$ cat config.mk
export PLATFORM = sky130hd
export DESIGN_NAME = dm9000a_bus_responder
export DESIGN_NICKNAME = d
export VERILOG_FILES = /design/src/rtl/dm9000a_pkg.sv /design/src/rtl/dm9000a_loop_fifo.sv /design/src/rtl/dm9000a_bus_responder.sv
export SDC_FILE = /design/constraint.sdc
export NUM_CORES = 1
export LEC_CHECK = 0
export CAP_MARGIN = 20
export CORE_MARGIN = 5
export CORE_UTILIZATION = 56
export CTS_CLUSTER_DIAMETER = 100
export DETAILED_ROUTE_END_ITERATION = 12
export PLACE_DENSITY_LB_ADDON = 0.08
export SYNTH_ARGS = -nofsm -noshare
export SYNTH_HDL_FRONTEND = slang
export SYNTH_SLANG_ARGS = --single-unit
$ cat constraint.sdc
create_clock -name iCLK -period 3.3 [get_ports iCLK]
set_input_delay 0.495 -clock iCLK [delete_from_list [all_inputs] [get_ports iCLK]]
set_output_delay 0.495 -clock iCLK [all_outputs]
set_load 0.05 [all_outputs]
$ cat src/rtl/dm9000a_pkg.sv
// Shared register map constants and types for the DM9000A bus responder.
package dm9000a_pkg;

  localparam logic [7:0] IDX_VIDL   = 8'h28;
  localparam logic [7:0] IDX_VIDH   = 8'h29;
  localparam logic [7:0] IDX_PIDL   = 8'h2A;
  localparam logic [7:0] IDX_PIDH   = 8'h2B;
  localparam logic [7:0] IDX_MRCMDX = 8'hF0;
  localparam logic [7:0] IDX_MRCMD  = 8'hF2;
  localparam logic [7:0] IDX_MWCMD  = 8'hF8;
  localparam logic [7:0] IDX_ISR    = 8'hFE;
  localparam logic [7:0] IDX_IMR    = 8'hFF;

  localparam logic [15:0] VID = 16'h0A46;
  localparam logic [15:0] PID = 16'h9000;

  typedef enum logic {
    RD_IDLE,
    RD_ACTIVE
  } rd_state_e;

  function automatic logic is_gen_reg(input logic [7:0] idx);
    return idx[7:4] == 4'h0;
  endfunction

endpackage

$ cat src/rtl/dm9000a_loop_fifo.sv
// Synchronous first-word-fall-through loopback FIFO; pointers wrap modulo DEPTH.
module dm9000a_loop_fifo #(
  parameter int unsigned DEPTH = 32
) (
  input  logic        clk_i,
  input  logic        rst_i,
  input  logic        push_i,
  input  logic [15:0] wdata_i,
  input  logic        pop_i,
  output logic [15:0] rdata_o,
  output logic        full_o,
  output logic        empty_o
);

  localparam int unsigned AW = $clog2(DEPTH);
  localparam logic [AW:0] FULL_CNT = (AW + 1)'(DEPTH);

  logic [15:0]   mem_q [DEPTH];
  logic [AW-1:0] wr_ptr_q, wr_ptr_d;
  logic [AW-1:0] rd_ptr_q, rd_ptr_d;
  logic [AW:0]   count_q, count_d;
  logic          push_ok, pop_ok;

  assign full_o  = (count_q == FULL_CNT);
  assign empty_o = (count_q == '0);
  assign rdata_o = mem_q[rd_ptr_q];
  assign push_ok = push_i & ~full_o;
  assign pop_ok  = pop_i & ~empty_o;

  always_comb begin
    wr_ptr_d = wr_ptr_q;
    rd_ptr_d = rd_ptr_q;
    count_d  = count_q;
    if (push_ok) wr_ptr_d = wr_ptr_q + 1'b1;
    if (pop_ok)  rd_ptr_d = rd_ptr_q + 1'b1;
    case ({push_ok, pop_ok})
      2'b10:   count_d = count_q + 1'b1;
      2'b01:   count_d = count_q - 1'b1;
      default: count_d = count_q;
    endcase
  end

  always_ff @(posedge clk_i) begin
    if (rst_i) begin
      wr_ptr_q <= '0;
      rd_ptr_q <= '0;
      count_q  <= '0;
    end else begin
      wr_ptr_q <= wr_ptr_d;
      rd_ptr_q <= rd_ptr_d;
      count_q  <= count_d;
    end
  end

  always_ff @(posedge clk_i) begin
    if (push_ok) mem_q[wr_ptr_q] <= wdata_i;
  end

endmodule

$ cat src/rtl/dm9000a_bus_responder.sv
// DM9000A-style host bus slave: synchronised async strobes, index/data register
// ports, VID/PID identification and a loopback FIFO with overflow interrupt.
module dm9000a_bus_responder
  import dm9000a_pkg::*;
#(
  parameter int unsigned FIFO_DEPTH  = 32,
  parameter int unsigned SYNC_STAGES = 2
) (
  input  logic        iCLK,
  input  logic        iRST,
  input  logic        iENET_CS_N,
  input  logic        iENET_CMD,
  input  logic        iENET_RD_N,
  input  logic        iENET_WR_N,
  input  logic [15:0] iENET_DATA,
  output logic [15:0] oENET_DATA,
  output logic        oENET_DATA_OE,
  output logic        oENET_INT
);

  localparam logic [3:0] SETTLE = 4'(SYNC_STAGES + 1);

  logic [SYNC_STAGES-1:0] cs_sync_q, cmd_sync_q, rd_sync_q, wr_sync_q;
  logic [15:0] data_q;
  logic        cs_s, cmd_s, rd_s, wr_s;
  logic        rd_prev_q, wr_prev_q, cmd_prev_q;
  logic [3:0]  settle_q;
  logic        settled;

  always_ff @(posedge iCLK) begin
    if (iRST) begin
      cs_sync_q  <= '1;
      rd_sync_q  <= '1;
      wr_sync_q  <= '1;
      cmd_sync_q <= '0;
      data_q     <= '0;
    end else begin
      cs_sync_q  <= {cs_sync_q[SYNC_STAGES-2:0], iENET_CS_N};
      rd_sync_q  <= {rd_sync_q[SYNC_STAGES-2:0], iENET_RD_N};
      wr_sync_q  <= {wr_sync_q[SYNC_STAGES-2:0], iENET_WR_N};
      cmd_sync_q <= {cmd_sync_q[SYNC_STAGES-2:0], iENET_CMD};
      data_q     <= iENET_DATA;
    end
  end

  assign cs_s  = cs_sync_q[SYNC_STAGES-1];
  assign rd_s  = rd_sync_q[SYNC_STAGES-1];
  assign wr_s  = wr_sync_q[SYNC_STAGES-1];
  assign cmd_s = cmd_sync_q[SYNC_STAGES-1];

  // Edge detection stays blind until the reset-value ones have flushed out of
  // the synchronisers, so a strobe held low across reset is never taken as fresh.
  assign settled = (settle_q == '0);

  logic wr_fall, wr_rise, rd_fall, rd_rise;
  logic wr_armed_q, wr_armed_d;
  logic wr_evt;

  assign wr_fall = settled & ~wr_s & wr_prev_q & ~cs_s;
  assign wr_rise = settled & wr_s & ~wr_prev_q;
  assign rd_fall = settled & ~rd_s & rd_prev_q & ~cs_s;
  assign rd_rise = settled & rd_s & ~rd_prev_q;
  assign wr_evt  = wr_rise & wr_armed_q & ~cs_s;

  always_comb begin
    wr_armed_d = wr_armed_q;
    if (wr_fall)      wr_armed_d = 1'b1;
    else if (wr_rise) wr_armed_d = 1'b0;
  end

  logic [7:0]  idx_q, idx_d;
  logic [7:0]  gen_q [16];
  logic        gen_we;
  logic [1:0]  imr_q, imr_d;
  logic        ovf_q, ovf_d, ovf_set, ovf_clr;
  logic        push, pop;
  logic        fifo_full, fifo_empty;
  logic [15:0] fifo_head;

  always_comb begin
    idx_d   = idx_q;
    imr_d   = imr_q;
    gen_we  = 1'b0;
    push    = 1'b0;
    ovf_set = 1'b0;
    ovf_clr = 1'b0;
    if (wr_evt) begin
      if (!cmd_prev_q) begin
        idx_d = data_q[7:0];
      end else if (is_gen_reg(idx_q)) begin
        gen_we = 1'b1;
      end else begin
        case (idx_q)
          IDX_MWCMD: begin
            if (fifo_full) ovf_set = 1'b1;
            else           push    = 1'b1;
          end
          IDX_ISR: ovf_clr = data_q[1];
          IDX_IMR: imr_d   = data_q[1:0];
          default: ;
        endcase
      end
    end
    ovf_d = ovf_set | (ovf_q & ~ovf_clr);
  end

  logic [15:0] rd_mux;

  always_comb begin
    rd_mux = '0;
    if (!cmd_s) begin
      rd_mux = {8'h00, idx_q};
    end else if (is_gen_reg(idx_q)) begin
      rd_mux = {8'h00, gen_q[idx_q[3:0]]};
    end else begin
      case (idx_q)
        IDX_VIDL:   rd_mux = {8'h00, VID[7:0]};
        IDX_VIDH:   rd_mux = {8'h00, VID[15:8]};
        IDX_PIDL:   rd_mux = {8'h00, PID[7:0]};
        IDX_PIDH:   rd_mux = {8'h00, PID[15:8]};
        IDX_MRCMDX,
        IDX_MRCMD:  rd_mux = fifo_empty ? 16'h0000 : fifo_head;
        IDX_ISR:    rd_mux = {14'b0, ovf_q, ~fifo_empty};
        IDX_IMR:    rd_mux = {14'b0, imr_q};
        default:    rd_mux = '0;
      endcase
    end
  end

  rd_state_e   state_q, state_d;
  logic [15:0] rdata_q, rdata_d;
  logic        oe_q, oe_d;
  logic        pend_q, pend_d;
  logic        int_q, int_d;

  // The MRCMD pop is deferred to the RD_N release so the host sees a stable word.
  always_comb begin
    state_d = state_q;
    pend_d  = pend_q;
    pop     = 1'b0;
    case (state_q)
      RD_IDLE: begin
        if (rd_fall) begin
          state_d = RD_ACTIVE;
          if (cmd_s && idx_q == IDX_MRCMD && !fifo_empty) pend_d = 1'b1;
        end
      end
      RD_ACTIVE: if (rd_s || cs_s) state_d = RD_IDLE;
      default:   state_d = RD_IDLE;
    endcase
    if (pend_q && rd_rise) begin
      pop    = 1'b1;
      pend_d = 1'b0;
    end
    oe_d    = (state_d == RD_ACTIVE);
    rdata_d = '0;
    if (state_d == RD_ACTIVE) rdata_d = (state_q == RD_IDLE) ? rd_mux : rdata_q;
    int_d   = |({ovf_q, ~fifo_empty} & imr_q);
  end

  always_ff @(posedge iCLK) begin
    if (iRST) begin
      rd_prev_q  <= 1'b1;
      wr_prev_q  <= 1'b1;
      cmd_prev_q <= 1'b0;
      settle_q   <= SETTLE;
      wr_armed_q <= 1'b0;
      idx_q      <= '0;
      imr_q      <= '0;
      ovf_q      <= 1'b0;
      state_q    <= RD_IDLE;
      rdata_q    <= '0;
      oe_q       <= 1'b0;
      pend_q     <= 1'b0;
      int_q      <= 1'b0;
    end else begin
      rd_prev_q  <= rd_s;
      wr_prev_q  <= wr_s;
      cmd_prev_q <= cmd_s;
      if (!settled) settle_q <= settle_q - 1'b1;
      wr_armed_q <= wr_armed_d;
      idx_q      <= idx_d;
      imr_q      <= imr_d;
      ovf_q      <= ovf_d;
      state_q    <= state_d;
      rdata_q    <= rdata_d;
      oe_q       <= oe_d;
      pend_q     <= pend_d;
      int_q      <= int_d;
    end
  end

  always_ff @(posedge iCLK) begin
    if (iRST) begin
      for (int unsigned i = 0; i < 16; i++) gen_q[i] <= '0;
    end else if (gen_we) begin
      gen_q[idx_q[3:0]] <= data_q[7:0];
    end
  end

  dm9000a_loop_fifo #(
    .DEPTH(FIFO_DEPTH)
  ) u_fifo (
    .clk_i   (iCLK),
    .rst_i   (iRST),
    .push_i  (push),
    .wdata_i (data_q),
    .pop_i   (pop),
    .rdata_o (fifo_head),
    .full_o  (fifo_full),
    .empty_o (fifo_empty)
  );

  assign oENET_DATA    = rdata_q;
  assign oENET_DATA_OE = oe_q;
  assign oENET_INT     = int_q;

endmodule

Word level (Yosys, flattened, before mapping)
Memory sizes are Yosys's and may differ from the RTL's. A register that Yosys moved wholly into a read port is not among the register bits. Index checks and enable logic that the tools add are counted.

Register bits after elaboration: 78. Latch bits: 0. Memory bits (writable): 640. Memory bits (read-only): 0. Word-level logic and storage cells: 127. Memories: 2.

Add/sub/neg operators: 5. $mul: 0. Divide/modulo/power cells: 0. $lt $le $gt $ge: 0. Eq/ne operators: 11. Shifts and indexed selects: 0. Mux-type cells: 42. Bitwise operators: 29. Reduce and logical (&&, ||, !) cells: 18.

Memories: u_fifo.mem_q (words 32, width 16, read ports 1, clocked after memory_dff 1, wr ports 1, line dm9000a_loop_fifo.sv:18) `logic [15:0] mem_q [DEPTH];`; gen_q (words 16, width 8, read ports 1, clocked after memory_dff 1, wr ports 16, line dm9000a_bus_responder.sv:72) `logic [7:0] gen_q [16];`.

Operators with widths (count): 16-bit case mux with 6 select lines (1); 16-bit two-way mux (3); 8-bit == test (second input constant) (5); 1-bit two-way mux (30); 8-bit by 6-bit == test with 1-bit output (second input constant) (3); 1-bit AND (15); 4-bit two-way mux (3); 1-bit NOT (12); 6-bit case mux with 2 select lines (1); 5-bit by 1-bit adder with 5-bit output (second input constant) (2); 5-bit two-way mux (2); 4-bit logical NOT (2); 8-bit two-way mux (1); 2-bit OR reduction (4); 8-bit OR reduction (1); 6-bit by 1-bit adder with 6-bit output (second input constant) (1); 6-bit == test (second input constant) (1); 6-bit logical NOT (1); 6-bit by 1-bit subtractor with 6-bit output (second input constant) (1); 4-bit AND reduction (1); 2-bit nonzero test (2); 4-bit by 1-bit subtractor with 4-bit output (second input constant) (1); 1-bit logical AND (3); 3-bit AND reduction (1); 8 further kinds (8).

Longest topological paths before layout
Depth after elaboration: 11. Depth in mapped cells: 16. Depth with buffers taken out: 15.

Modules after synthesis
A second synthesis with hierarchy kept.

Cells, all modules: 1747. Area total of the unflattened synthesis: 29184.2 sq um.

Modules (own cells, without submodules): dm9000a_loop_fifo (times used 1, cells each 1088, area each 20713.6 sq um, sequential area each 15795.1 sq um); dm9000a_bus_responder (times used 1, cells each 659, area each 8470.6 sq um, sequential area each 5165.0 sq um).

Least setup slack after synthesis
No wires, ideal clock.

Path kind: register -> register. Start point: register settle_q[0]. End point: register u_fifo.count_q[4]. Library setup time: 0.071 ns. Data arrival time: 3.176 ns. Required time: 3.229 ns. Slack: 0.054 ns. Cell stages (with the launch flop): 16. Path buffers: 1. Period minus slack after synthesis: 3.246 ns. Path through: dfxtp_1 > inv_1 > ha_1 > nor3b_1 > nand2_1 > nor4b_2 > ha_1 > clkbuf_1 > xor2_1 > ha_1 > a21o_1 > nand2_1 > nand3b_1 > a32oi_1 > or3_1 > a21oi_1.

Cells in the longest elaborated chain, start to end: 9.

RTL lines: start: declaration (line dm9000a_bus_responder.sv:27) `logic [3:0] settle_q;`; start signal: assignment (line dm9000a_bus_responder.sv:180) `if (!settled) settle_q <= settle_q - 1'b1;`; 4-bit logical NOT * (line dm9000a_bus_responder.sv:53) `assign settled = (settle_q == '0);`; 1-bit AND (2 in a row) (line dm9000a_bus_responder.sv:60) `assign wr_rise = settled & wr_s & ~wr_prev_q;`; 1-bit AND (2 in a row) (line dm9000a_bus_responder.sv:63) `assign wr_evt = wr_rise & wr_armed_q & ~cs_s;`; 1-bit two-way mux (line dm9000a_bus_responder.sv:87) `if (wr_evt) begin`; 1-bit AND (line dm9000a_loop_fifo.sv:27) `assign push_ok = push_i & ~full_o;`; 2-bit by 1-bit == test with 1-bit output or 2-bit == test (tied branches) (line dm9000a_loop_fifo.sv:36) `case ({push_ok, pop_ok})`; 6-bit case mux with 2 select lines or 2-bit nonzero test (tied branches); end signal: assignment (line dm9000a_loop_fifo.sv:51) `count_q <= count_d;`; end: declaration (line dm9000a_loop_fifo.sv:21) `logic [AW:0] count_q, count_d;`.

Mark *: on every way between the ends. The rest lies on a longest branch, timed or not. A chain may end at the register's enable or synchronous reset.

Worst setup path after layout
Ends and elaborated chain as after synthesis.

==> qor.yml <==
syn2layout_area_growth_pct: 14.5
cts_hold_buffers: 0
skew_ns: 0.0182
critPathTopFamily: "simple AND/OR/NAND/NOR gates"
wire_per_inst_um: 25.8
cts_buffers: 73
rr_startpoint: "settle_q[0]$_SDFFE_PP1P_"
synth_area_per_cell_um2: 17.4
r2r_slack_ns: 0.27
synthFlopType: "edfxtp_1"
grt_pass1_vias: 15500
ir_worst_vdd_mv: 0.530
drv_slew: 0
yosysWarnings: 0
reg2reg_depth: 14
critPathArrivalTime_ns: 3.55
status: "finished, final reports clean"
synth_nets: 1712
leakage_nw: 11.0
power_w: 0.0187
antenna_left: 0
viasPerCell: 6.08
grt_max_degree: 72
routed-via-count: 15500
route.detailed.drc: 0
nets: 1844
dr.first_iter.drc_count: 1592
grt_pass1_wl_um: 98700
cp-end-kind: "flip-flop"
routed_wl_um: 65800
gp_congestion: 0.854
maxCapViolCount: 0
hold_path_class: "reg2reg"
start_util: 0.568
cp_cell_sequence: "inv_1, ha_1, nor3b_1, nand2_1, nor4b_2, ha_1, xor2_1, ha_1, a21o_1, nand2_1, nand3b_1, a32oi_1, or3_1, a21oi_1"
crit_type: "reg2reg"
fp.dieArea_um2: 56900
synth.distinct_cells: 59
layout_min_cycle_time_ns: 3.03
seq_area_frac_synth: 0.716
worst_slew_pin_slew_ns: 1.06
rsz0062_at_grt: "false"
drive_above_1_share: 0.232
fp-row-count: 83
synth_area_um2: 29300
fin_tns_setup_ns: 0
slowest_delay_ns: 0.42
core_area_um2: 51500
hold_path_depth: 1
final_hold_viol_count: 0
antenna_found_initial: 0
powerDensity_nw_per_um2: 558
gr-usage-all-layers: 0.232
antenna_cells: 0
synth-async-reset-ratio: 0
cp.required_ns: 3.82
regArea_um2: 21000
cts_tree: "built"
crit_slowest_cell: "nor3b_1"
synth_edf_count: 640
clk_pin_slew_worst_paths_ns: 0.05
period_share: 0.920
worstSetupStartpointType: "flip-flop"
clock-sinks: 727
finish.utilization: 0.651
dpl.hpwl_um: 40400
max_freq_mhz: 329
htreeDepth: 3
die_y_um: 239
min_to: "rd_sync_q[1]$_SDFF_PP1_"
relSlewSlack: 0.290
syn_inst: 1680
setup_violations: 0
critPathBufInv: 1
dieWidth_um: 239
ctsRootBufferMaster: "clkbuf_16"
drt-pass1-iter-count: 6
cts_setup_buffers: 0
clockBufferDepth: 3
placement.io_buffers: 39
hp-start: "rd_sync_q[0]$_SDFF_PP1_"
cp_max_fo: 4
grt-ovfl-total: 0
multi_input_area_um2: 7900
worstReg2RegEnd: "u_fifo.count_q[4]$_SDFFE_PP0P_"
cts_resized: 0
fill_cells: 3566
ys_ff_latch: 727
critical_path.most_common_cell: "ha_1"
clk_latency_ns: 0.60
io_pins: 40
[Yosys cell counts (4+ instances only)]
master	count	area [um2]
mux2i_1	68	681
a22oi_1	27	203
clkbuf_1	36	135
dfxtp_1	87	1740
mux4_2	140	3150
or3_1	5	31.3
nand3_1	14	70.1
nor4_1	6	37.5
xor2_1	8	70.1
a21o_1	4	30.0
xnor2_1	6	52.6
buf_1	4	15.0
nand2b_1	13	81.3
mux4_1	7	184
or2_2	25	156
and3_1	9	56.3
buf_2	37	185
a31oi_1	6	37.5
ha_1	10	125
inv_1	15	56.3
buf_4	11	82.6
nand3b_1	4	30.0
nor2_1	93	349
a21oi_1	48	240
a211oi_1	29	218
nand2_1	62	233
nand4_1	9	56.3
nor2b_1	53	332
edfxtp_1	640	19200
mux2_2	4	45.0
o211ai_1	4	30.0
and2_1	132	826
o21ai_0	17	85.1
nor3_1	10	50.1
[metal layers]
metal	vias up	track usage	wire (um)	part of all wire
met5	-	0	0	0
met4	0	0.0671	1870	0.028
met3	126	0.0416	3900	0.059
met2	565	0.378	32500	0.49
met1	8005	0.328	27600	0.42
li1	6808	-	-	-
[cell type report]
type                    count  share of cell area
clock buffers              98              0.0604
well taps                 680              0.0254
repair buffers            147              0.0402
multi-input cells         848               0.236
clock inverters            35              0.0113
inverters                  15             0.00168
flip-flops and latches    727               0.626
[cell families (layout without fill, tap and decap cells)]
group	Yosys count	count (layout)	share of synthesized area
simple gates	452	452	0.0850
fa+ha+maj	10	10	0.00427
flops	727	727	0.716
mux	219	219	0.139
buf+inv	105	295	0.0170
compound gates	153	153	0.0348
xor+xnor	14	14	0.00419
[metrics by stage]
step,hold slack [ns],setup slack (ns),instance area (um2),std cells
final,0.405,0.265,33500,2550
after detailed placement,0.393,0.255,31000,2411
after global routing,0.423,0.00334,33500,2550
after floorplan,0.389,0.0537,29300,1680
after global placement,0.398,0.360,31000,2411
after CTS,0.407,0.229,33400,2544
[flip-flops by register name, summed over array words and instances, names as in the netlist, 2 cells and up, named ones only]
register	count
wr_sync_q	2
idx_q	8
cmd_sync_q	2
settle_q	4
data_q	16
oENET_DATA	16
imr_q	2
u_fifo.count_q	6
rd_sync_q	2
cs_sync_q	2
u_fifo.wr_ptr_q	5
u_fifo.mem_q	512
u_fifo.rd_ptr_q	5
gen_q	128
[how the worst max path moves through the flow]
stage,startpoint,end,slack (ns),cells after the start
6_report,settle_q[0]$_SDFFE_PP1P_,u_fifo.count_q[4]$_SDFFE_PP0P_,0.27,14
5_1_grt,settle_q[0]$_SDFFE_PP1P_,u_fifo.count_q[4]$_SDFFE_PP0P_,0.003,14
4_1_cts,settle_q[0]$_SDFFE_PP1P_,u_fifo.count_q[4]$_SDFFE_PP0P_,0.23,15
2_1_floorplan,settle_q[0]$_SDFFE_PP1P_,u_fifo.count_q[4]$_SDFFE_PP0P_,0.05,15
3_3_place_gp,settle_q[0]$_SDFFE_PP1P_,u_fifo.count_q[4]$_SDFFE_PP0P_,0.36,15
3_5_place_dp,settle_q[0]$_SDFFE_PP1P_,u_fifo.count_q[4]$_SDFFE_PP0P_,0.26,15
[power breakdown]
part / switching, W / total (W) / internal (W)
Sequential: 0.0000597 / 0.0101 / 0.0101
Clock: 0.00334 / 0.00827 / 0.00494
Combinational: 0.000207 / 0.000310 / 0.000103
Total: 0.00360 / 0.0187 / 0.0151
[cell usage in the layout (no fill, tap or decap), drive strengths merged, types with 10 or more instances in the layout]
master,count
a211oi,29
a21oi,48
a22oi,27
and2,132
buf,109
clkbuf,98
clkdlybuf4s50,38
clkinv,26
dfxtp,87
edfxtp,640
ha,10
inv,16
mux2i,68
mux4,147
nand2,63
nand2b,13
nand3,14
nor2,93
nor2b,53
nor3,13
o21ai,17
or2,26
Note: power is estimated with default switching activity, not from simulation.
